==> src/rtl/div_clock_meter_pkg.sv <==
// -----------------------------------------------------------------------------
// div_clock_meter_pkg
//   Shared PWM-side types and constants used by the divided-clock meter.
//   - _pwm_onoff       : global PWM enable. PWM_OFF holds the PWM blocks cleared.
//   - _clkmeter_state  : meter FSM encoding.
//   - CLKMETER_*       : default sizing derived from `DIVCLK_WIDTH.
//   `DIVCLK_WIDTH is the width of the clock divider setting. It is supplied here
//   when the build does not already provide it.
// -----------------------------------------------------------------------------
`ifndef DIVCLK_WIDTH
`define DIVCLK_WIDTH 3
`endif

package div_clock_meter_pkg;

    typedef enum logic {
        PWM_OFF = 1'b0,
        PWM_ON  = 1'b1
    } _pwm_onoff;

    typedef enum logic [1:0] {
        CM_IDLE      = 2'd0,
        CM_WAIT_RISE = 2'd1,
        CM_MEAS_HIGH = 2'd2,
        CM_MEAS_LOW  = 2'd3
    } _clkmeter_state;

    localparam int CLKMETER_SYNC_STAGES = 2;

    // Counters need headroom above the largest divided phase (2**DIVCLK_WIDTH
    // cycles) so the timeout limit itself fits.
    localparam int CLKMETER_CNT_W       = `DIVCLK_WIDTH + 2;
    localparam int CLKMETER_TIMEOUT_CYC = 2 ** (`DIVCLK_WIDTH + 1);

    function automatic logic cm_busy(input _clkmeter_state st);
        return st != CM_IDLE;
    endfunction

endpackage

==> src/rtl/div_clock_meter_sync_edge_det.sv <==
// -----------------------------------------------------------------------------
// sync_edge_det
//   Synchronizes WIDTH asynchronous lanes into the clk domain through a
//   SYNC_STAGES-deep flop chain, then flags rising/falling edges of the
//   synchronized level. Usable for any asynchronous PWM-side input.
//
//   Ports
//     clk      in   system clock
//     reset_n  in   asynchronous active-low reset (all flops to 0)
//     clr      in   synchronous clear (all flops to 0)
//     din      in   WIDTH  asynchronous inputs
//     rise     out  WIDTH  s & ~s_d  (one cycle per synchronized rising edge)
//     fall     out  WIDTH  ~s & s_d  (one cycle per synchronized falling edge)
//
//   SYNC_STAGES must be at least 2.
// -----------------------------------------------------------------------------
module sync_edge_det #(
    parameter int WIDTH       = 1,
    parameter int SYNC_STAGES = 2
) (
    input  logic             clk,
    input  logic             reset_n,
    input  logic             clr,
    input  logic [WIDTH-1:0] din,
    output logic [WIDTH-1:0] rise,
    output logic [WIDTH-1:0] fall
);

    // sync_q[0] is the metastability-catching stage; sync_q[SYNC_STAGES-1]
    // is the usable synchronized level.
    logic [SYNC_STAGES-1:0][WIDTH-1:0] sync_q;
    logic [WIDTH-1:0]                  s;
    logic [WIDTH-1:0]                  s_d;

    always_ff @(posedge clk or negedge reset_n) begin
        if (!reset_n) begin
            sync_q <= '0;
            s_d    <= '0;
        end else if (clr) begin
            sync_q <= '0;
            s_d    <= '0;
        end else begin
            sync_q <= {sync_q[SYNC_STAGES-2:0], din};
            s_d    <= s;
        end
    end

    assign s    = sync_q[SYNC_STAGES-1];
    assign rise = s & ~s_d;
    assign fall = ~s & s_d;

endmodule

==> src/rtl/div_clock_meter.sv <==
// -----------------------------------------------------------------------------
// div_clock_meter
//   Measures a divided PWM clock (meas_in, asynchronous to clk): high time,
//   low time and period in clk cycles, plus the divider setting that would
//   produce a symmetric signal of that high time.
//
//   Ports
//     clk          in   system clock
//     reset_n      in   asynchronous active-low reset
//     pwm_onoff    in   PWM_OFF synchronously clears everything, holds IDLE
//     meas_in      in   divided clock under test (asynchronous)
//     start        in   single-cycle arm request, ignored while busy
//     busy         out  state != IDLE
//     meas_valid   out  one-cycle pulse when the result registers update
//     timeout_err  out  sticky abort flag, cleared by the next accepted start
//     high_cnt     out  CNT_W  cycles meas_in was high
//     low_cnt      out  CNT_W  cycles meas_in was low
//     period_cnt   out  CNT_W  high_cnt + low_cnt (truncated to CNT_W)
//     divider_est  out  `DIVCLK_WIDTH  high_cnt - 1 (meaningful for H == L)
//
//   Build option
//     CLKMETER_CONTINUOUS_EN : after each successful measurement the closing
//     rise opens the next high phase, so results stream every period until a
//     timeout or PWM_OFF. Undefined: one measurement per start.
// -----------------------------------------------------------------------------
`ifndef DIVCLK_WIDTH
`define DIVCLK_WIDTH 3
`endif

module div_clock_meter
    import div_clock_meter_pkg::*;
#(
    parameter int CNT_W       = CLKMETER_CNT_W,
    parameter int TIMEOUT_CYC = CLKMETER_TIMEOUT_CYC,
    parameter int SYNC_STAGES = CLKMETER_SYNC_STAGES
) (
    input  logic                     clk,
    input  logic                     reset_n,
    input  _pwm_onoff                pwm_onoff,
    input  logic                     meas_in,
    input  logic                     start,
    output logic                     busy,
    output logic                     meas_valid,
    output logic                     timeout_err,
    output logic [CNT_W-1:0]         high_cnt,
    output logic [CNT_W-1:0]         low_cnt,
    output logic [CNT_W-1:0]         period_cnt,
    output logic [`DIVCLK_WIDTH-1:0] divider_est
);

    localparam int               DW      = `DIVCLK_WIDTH;
    localparam logic [CNT_W-1:0] ONE     = CNT_W'(1);
    localparam logic [CNT_W-1:0] TMO_LIM = CNT_W'(TIMEOUT_CYC);

    _clkmeter_state   state, state_nxt;
    logic [CNT_W-1:0] hcnt, hcnt_nxt;
    logic [CNT_W-1:0] lcnt, lcnt_nxt;
    logic [CNT_W-1:0] tmo,  tmo_nxt;
    logic             err_nxt;
    logic             valid_nxt;
    logic             latch;
    logic             clr;
    logic             rise;
    logic             fall;

    assign clr = (pwm_onoff == PWM_OFF);

    // Synchronizer latency shifts both edges equally, so phase lengths
    // counted on the synchronized level equal the raw ones.
    sync_edge_det #(
        .WIDTH       (1),
        .SYNC_STAGES (SYNC_STAGES)
    ) u_sync (
        .clk     (clk),
        .reset_n (reset_n),
        .clr     (clr),
        .din     (meas_in),
        .rise    (rise),
        .fall    (fall)
    );

    // ---------------------------------------------------------------- state
    always_ff @(posedge clk or negedge reset_n) begin
        if (!reset_n)  state <= CM_IDLE;
        else if (clr)  state <= CM_IDLE;
        else           state <= state_nxt;
    end

    // ------------------------------------------------- next state / control
    // The counter that owns the current state is loaded with 1 on the edge
    // that opens the phase, so it equals the phase length when the closing
    // edge is seen. An edge wins over the timeout check in the same cycle.
    always_comb begin
        state_nxt = state;
        hcnt_nxt  = hcnt;
        lcnt_nxt  = lcnt;
        tmo_nxt   = tmo;
        err_nxt   = timeout_err;
        valid_nxt = 1'b0;
        latch     = 1'b0;
        case (state)
            CM_IDLE: begin
                if (start) begin
                    state_nxt = CM_WAIT_RISE;
                    err_nxt   = 1'b0;
                    tmo_nxt   = '0;
                end
            end
            // A level already high on entry produces no rise, so a partial
            // first high phase is never counted.
            CM_WAIT_RISE: begin
                if (rise) begin
                    state_nxt = CM_MEAS_HIGH;
                    hcnt_nxt  = ONE;
                end else if (tmo == TMO_LIM) begin
                    state_nxt = CM_IDLE;
                    err_nxt   = 1'b1;
                end else begin
                    tmo_nxt   = tmo + ONE;
                end
            end
            CM_MEAS_HIGH: begin
                if (fall) begin
                    state_nxt = CM_MEAS_LOW;
                    lcnt_nxt  = ONE;
                end else if (hcnt == TMO_LIM) begin
                    state_nxt = CM_IDLE;
                    err_nxt   = 1'b1;
                end else begin
                    hcnt_nxt  = hcnt + ONE;
                end
            end
            CM_MEAS_LOW: begin
                if (rise) begin
                    latch     = 1'b1;
                    valid_nxt = 1'b1;
`ifdef CLKMETER_CONTINUOUS_EN
                    // Closing rise doubles as the next opening rise.
                    state_nxt = CM_MEAS_HIGH;
                    hcnt_nxt  = ONE;
`else
                    state_nxt = CM_IDLE;
`endif
                end else if (lcnt == TMO_LIM) begin
                    state_nxt = CM_IDLE;
                    err_nxt   = 1'b1;
                end else begin
                    lcnt_nxt  = lcnt + ONE;
                end
            end
            default: state_nxt = CM_IDLE;
        endcase
    end

    // -------------------------------------------------------------- datapath
    // Results only move on latch; a timeout leaves them untouched.
    always_ff @(posedge clk or negedge reset_n) begin
        if (!reset_n) begin
            hcnt        <= '0;
            lcnt        <= '0;
            tmo         <= '0;
            timeout_err <= 1'b0;
            meas_valid  <= 1'b0;
            high_cnt    <= '0;
            low_cnt     <= '0;
            period_cnt  <= '0;
            divider_est <= '0;
        end else if (clr) begin
            hcnt        <= '0;
            lcnt        <= '0;
            tmo         <= '0;
            timeout_err <= 1'b0;
            meas_valid  <= 1'b0;
            high_cnt    <= '0;
            low_cnt     <= '0;
            period_cnt  <= '0;
            divider_est <= '0;
        end else begin
            hcnt        <= hcnt_nxt;
            lcnt        <= lcnt_nxt;
            tmo         <= tmo_nxt;
            timeout_err <= err_nxt;
            meas_valid  <= valid_nxt;
            if (latch) begin
                high_cnt    <= hcnt;
                low_cnt     <= lcnt;
                period_cnt  <= hcnt + lcnt;
                divider_est <= DW'(hcnt - ONE);
            end
        end
    end

    assign busy = cm_busy(state);

endmodule

==> config.mk <==
export PLATFORM = sky130hd
export DESIGN_NAME = div_clock_meter
export DESIGN_NICKNAME = d
export VERILOG_FILES = /design/src/rtl/div_clock_meter_pkg.sv /design/src/rtl/div_clock_meter_sync_edge_det.sv /design/src/rtl/div_clock_meter.sv
export SDC_FILE = /design/constraint.sdc
export NUM_CORES = 1
export LEC_CHECK = 0
export BUFFER_PORTS_ARGS = -buffer_cell sky130_fd_sc_hd__buf_2
export CAP_MARGIN = 40
export CORE_UTILIZATION = 55
export DETAILED_ROUTE_END_ITERATION = 8
export GPL_TIMING_DRIVEN = 0
export PLACE_DENSITY = 0.76
export SYNTH_ARGS = -nofsm -noshare
export SYNTH_HDL_FRONTEND = slang
export SYNTH_SLANG_ARGS = --single-unit
==> constraint.sdc <==
create_clock -name clk -period 2.3 [get_ports clk]
set_input_delay 0.115 -clock clk [delete_from_list [all_inputs] [get_ports clk]]
set_output_delay 0.115 -clock clk [all_outputs]
set_load 0.03 [all_outputs]
# Yosys cells after proc, flatten, opt, wreduce, memory -nomap -nowiden
# Index checks and enable logic that the tools add are counted.
# word_totals
regBits,40
in_bits,5
out_inout_bits,21
wordCells,100
# op_classes
addsub,5
eq_ne,25
mux,46
bitwise_logic,4
reduce_logical,7
# op_table
cell,count
$mux 5,18
$ne 3x3->1 const B,12
$pmux 5 s2,3
$mux 2,9
$reduce_and 4->1,4
$add 5x1->5 const B,3
$eq 5x5->1 const B,3
$mux 1,12
$ne 4x4->1 const B,3
$ne 3x1->1 const B,3
$pmux 2 s4,1
$reduce_and 7->1,1
$mux 3,2
$add 5x5->5,1
$eq 2x2->1 const B,2
$pmux 1 s4,1
$sub 3x1->3 const B,1
$and 1x1->1,2
$eq 2x1->1 const B,1
$logic_not 2->1,1
$ne 2x1->1 const B,1
$not 1->1,2
$reduce_bool 2->1,1

# Depth between registers and ports, before layout
# depth
depth_word,6
ltp_mapped,7

# Hierarchy
# A second synthesis with hierarchy kept.
# unflattened
hier_cells,193
hier_area_um2,2078.2
# modules_own_cells
mod,instances,cells_each,area_each_um2
div_clock_meter,1,185,1971.9
sync_edge_det,1,8,106.4

# Least setup slack after synthesis
# No wires, ideal clock.
# synth_timing
kind,register -> register
startpoint,register hcnt[1]
endpoint,register hcnt[3]
setup_ns,0.069
arrival_time_ns,1.919
required_ns,2.231
path_slack_ns,0.312
path_stages_with_launch,8
path_buffers,1
synth_period_minus_slack_ns,1.988
cell_sequence,dfrtp_1 inv_1 ha_1 and4bb_1 o311a_1 buf_6 or4_1 nand3_1
# synth_via
elab_chain_len,5
elab_cells_between_ends,8
classes_between,1 x add/sub; 2 x eq/ne; 4 x mux; 1 x reduce/logical
# synth_lines
element,line_no,source
start: declaration,div_clock_meter.sv:56,"logic [CNT_W-1:0] hcnt, hcnt_nxt;"
start signal: assignment,div_clock_meter.sv:179,hcnt <= hcnt_nxt;
$add 5x1->5,div_clock_meter.sv:130,hcnt_nxt = hcnt + ONE;
$mux 5,div_clock_meter.sv:126,end else if (hcnt == TMO_LIM) begin
$mux 5,div_clock_meter.sv:123,if (fall) begin
$pmux 5 s2,div_clock_meter.sv:101,case (state)
$mux 5,div_clock_meter.sv:168,end else if (clr) begin
# Parallel ways exist; a longest one is shown, timed or not. The select of a mux whose other input is x is not followed.
# A chain may end at the register's enable or synchronous reset.

# Worst setup path in the final report
# layout_timing
startpoint,register hcnt[0]
endpoint,register hcnt[3]
# Same word-level chain as after synthesis.

==> impl_metrics.toml <==
[run_status]
status = "finished clean"

[floorplan]
num_io_pins = 26
die_height_um = 63.73
start_util_pct = 57.25
chipWidth_um = 63.73
rows = 22
fp.coreArea_um2 = 3661
dieArea_um2 = 4062

[yosys]
yosysUniqueCellTypes = 45
synth_edf_count = 0
syn_nets = 225
ys_ff_latch = 40
syn_area_um2 = 2096
synth_cells = 208
ys_seq_area_share_pct = 47.76
async_flop_share_pct = 100.0
synthFlopType = "dfrtp_1"
yosys_warnings = 0
syn_area_per_cell_um2 = 10.08

[setup_path]
cp.required_ns = 2.53
critical_path_buf_inv_count = 2
end_kind = "flop"
cp_max_fo = 10
startpoint_type = "flop"
cpLargestDelayFamily = "simple AND/OR/NAND/NOR gates"
crit_arrival_ns = 2.35
cp_slowest_stage_delay_ns = 0.50
critPathKind = "flop to flop"
slowest_stage = "or4_1"
path_cells = "inv_1 > ha_1 > and4bb_1 > o311a_1 > buf_6 > or4_1 > nand3_1"

[sta]
layout_setup_ws_ns = 0.1816
fin_skew_ns = 0.004344
tightest_slew_ns = 0.5485
rsz0062_at_grt = "false"
timing.final.setup_violations = 0
hold_viol = 0
final_max_slew_viol_count = 0
fin_crit_sh_pct = 92.11
timing.fmax_ghz = 0.4720
min_period_ns = 2.118
slew-limit-headroom_pct = 63.37
fin_setup_tns_ns = 0
whs_ns = 0.03308

[power]
power_density_nw_per_um2 = 590.3
pwr-share-seq_pct = 51.2
power.leakage_nw = 1.188
power_frac_comb_pct = 9.5
power.total_mw = 1.431
intPower_mw = 1.090
p_sw_uw = 340.8
power_frac_clock_pct = 39.3
swShare_pct = 23.82
ir_drop_mv = 0.3483

[global_routing]
grt_pass1_vias = 1545
grt_usage_pct = 22.31
grt-ovfl-total = 0
grt_max_degree = 26
grt_pass1_wl_um = 7051
antenna_found_initial = 0

[finish]
most-common-layout-cells = "38 x dfrtp_1, 29 x nand2_1, 24 x o21ai_0, 24 x buf_2, 16 x nand3_1"
layout_commonest_cell = "dfrtp_1"
finalNonFillerCells = 290
syn_to_final_growth_pct = 15.64
layout.nets = 258
antenna_cells = 0
drive_above_1_share_pct = 17.36

[detailed_routing]
wl_per_cell_um = 13.92
dr.pass1.iters = 4
ant_nets = 0
drc = 0
drt-initial-drc-count = 65
via_per_inst = 5.572
wirelength_um = 4038
vias = 1616

[clocking]
htreeDepth = 2
cts_buffers = 5
cts.clk_slew.worst_paths_ns = 0.08
cts_buffer_depth = 2
cts-root-buf = "clkbuf_8"
cts_tree = "built"
clock-sinks = 40
clkLatencyLatePin_ns = 0.29
post-cts-setup-buffers = 0

[flow_run]
cap_violations = 0

[placed_design]
io_buffers = 24
dpl.hpwl_um = 2938
place_inst = 281
pre_cts_slack_ns = 0.1341
place_congestion = 0.7991

[min_path]
hp-class = "input pin to flop"
[synthesized netlist by cell type (all sizes together) (3+ instances only)]
cell    number  area share, %
or4          4            1.4
dfrtp       40             48
mux2i        3            1.4
nand3b       3            1.1
nand3       16            3.8
clkbuf       6            1.1
nand2b       4            1.2
nand2       29            5.2
nor2         5           0.90
xnor2        4            1.7
a21oi        3           0.72
and2         4            1.2
a22o         9            3.8
nor2b        4            1.2
o21ai       24            5.7
inv          6            1.1
ha          11            6.6
[cell families after synthesis]
logic type	after synthesis	synth area share [%]
mux	3	1.433
simple gates	85	22.63
fa+ha+maj	12	7.522
compound gates	48	15.52
buf+inv	15	3.044
xor+xnor	5	2.089
flops	40	47.76
[layout make-up]
type	instances	area, um2
multi-input combinational	153	1031
buffer	8	37.54
inverter	7	26.28
sequential	40	1003
timing repair buffer	26	157.7
clock buffer	6	72.57
fill	307	1237
tap	48	60.06
clock inverter	2	35.03
[per-stage QoR]
step / util [%] / instance area (um2)
final: 66.20 / 2424
after floorplan: - / 2096
after global routing: 66.20 / 2424
after detailed placement: 62.92 / 2303
after global placement: 62.17 / 2276
after CTS: 66.13 / 2421
[path summary, 6_finish.rpt]
path	slack, ns	to	cells after the start	startpoint
min reg2reg	0.46	u_sync.s	1	u_sync.sync_q[0]
min	0.03	u_sync.sync_q[0]	2	meas_in
min in group asynchronous	0.28	high_cnt[0]	2	reset_n
max	0.18	hcnt[3]	7	hcnt[0]
max reg2reg	0.18	hcnt[3]	7	hcnt[0]
max in group asynchronous	1.56	lcnt[1]	3	reset_n
[repair_timing]
item / 4_1_cts / 5_1_grt
gates resized for setup: 0 / 2
hold buffers: 1 / 0
hold endpoints to repair: 15 / 0
endpoints found under the setup margin: 0 / 2
[flip-flops by register name, indices dropped and copies added (netlist names), 2 cells and up]
register and cells:
divider_est 3, hcnt 5, high_cnt 5, lcnt 5, low_cnt 5, period_cnt 5
state 2, tmo 5
[per-layer routing]
layer | vias up | part of all wire [%] | global-route usage [%]
li1 | 802 | - | -
met1 | 785 | 47 | 28.06
met2 | 25 | 49 | 37.63
met3 | 4 | 3.1 | 5.536
met4 | 0 | 0.84 | 6.818
met5 | - | 0 | 0
[power by group through the flow]
stage	registers [mW]	logic (mW)	clock network (mW)
final	0.732	0.136	0.562
after global routing	0.735	0.155	0.601
after CTS	0.732	0.138	0.580
after detailed placement	0.746	0.136	0
after global placement	0.746	0.127	0
after floorplan	0.746	0.0845	0
Power figures use the tool's default switching activity.
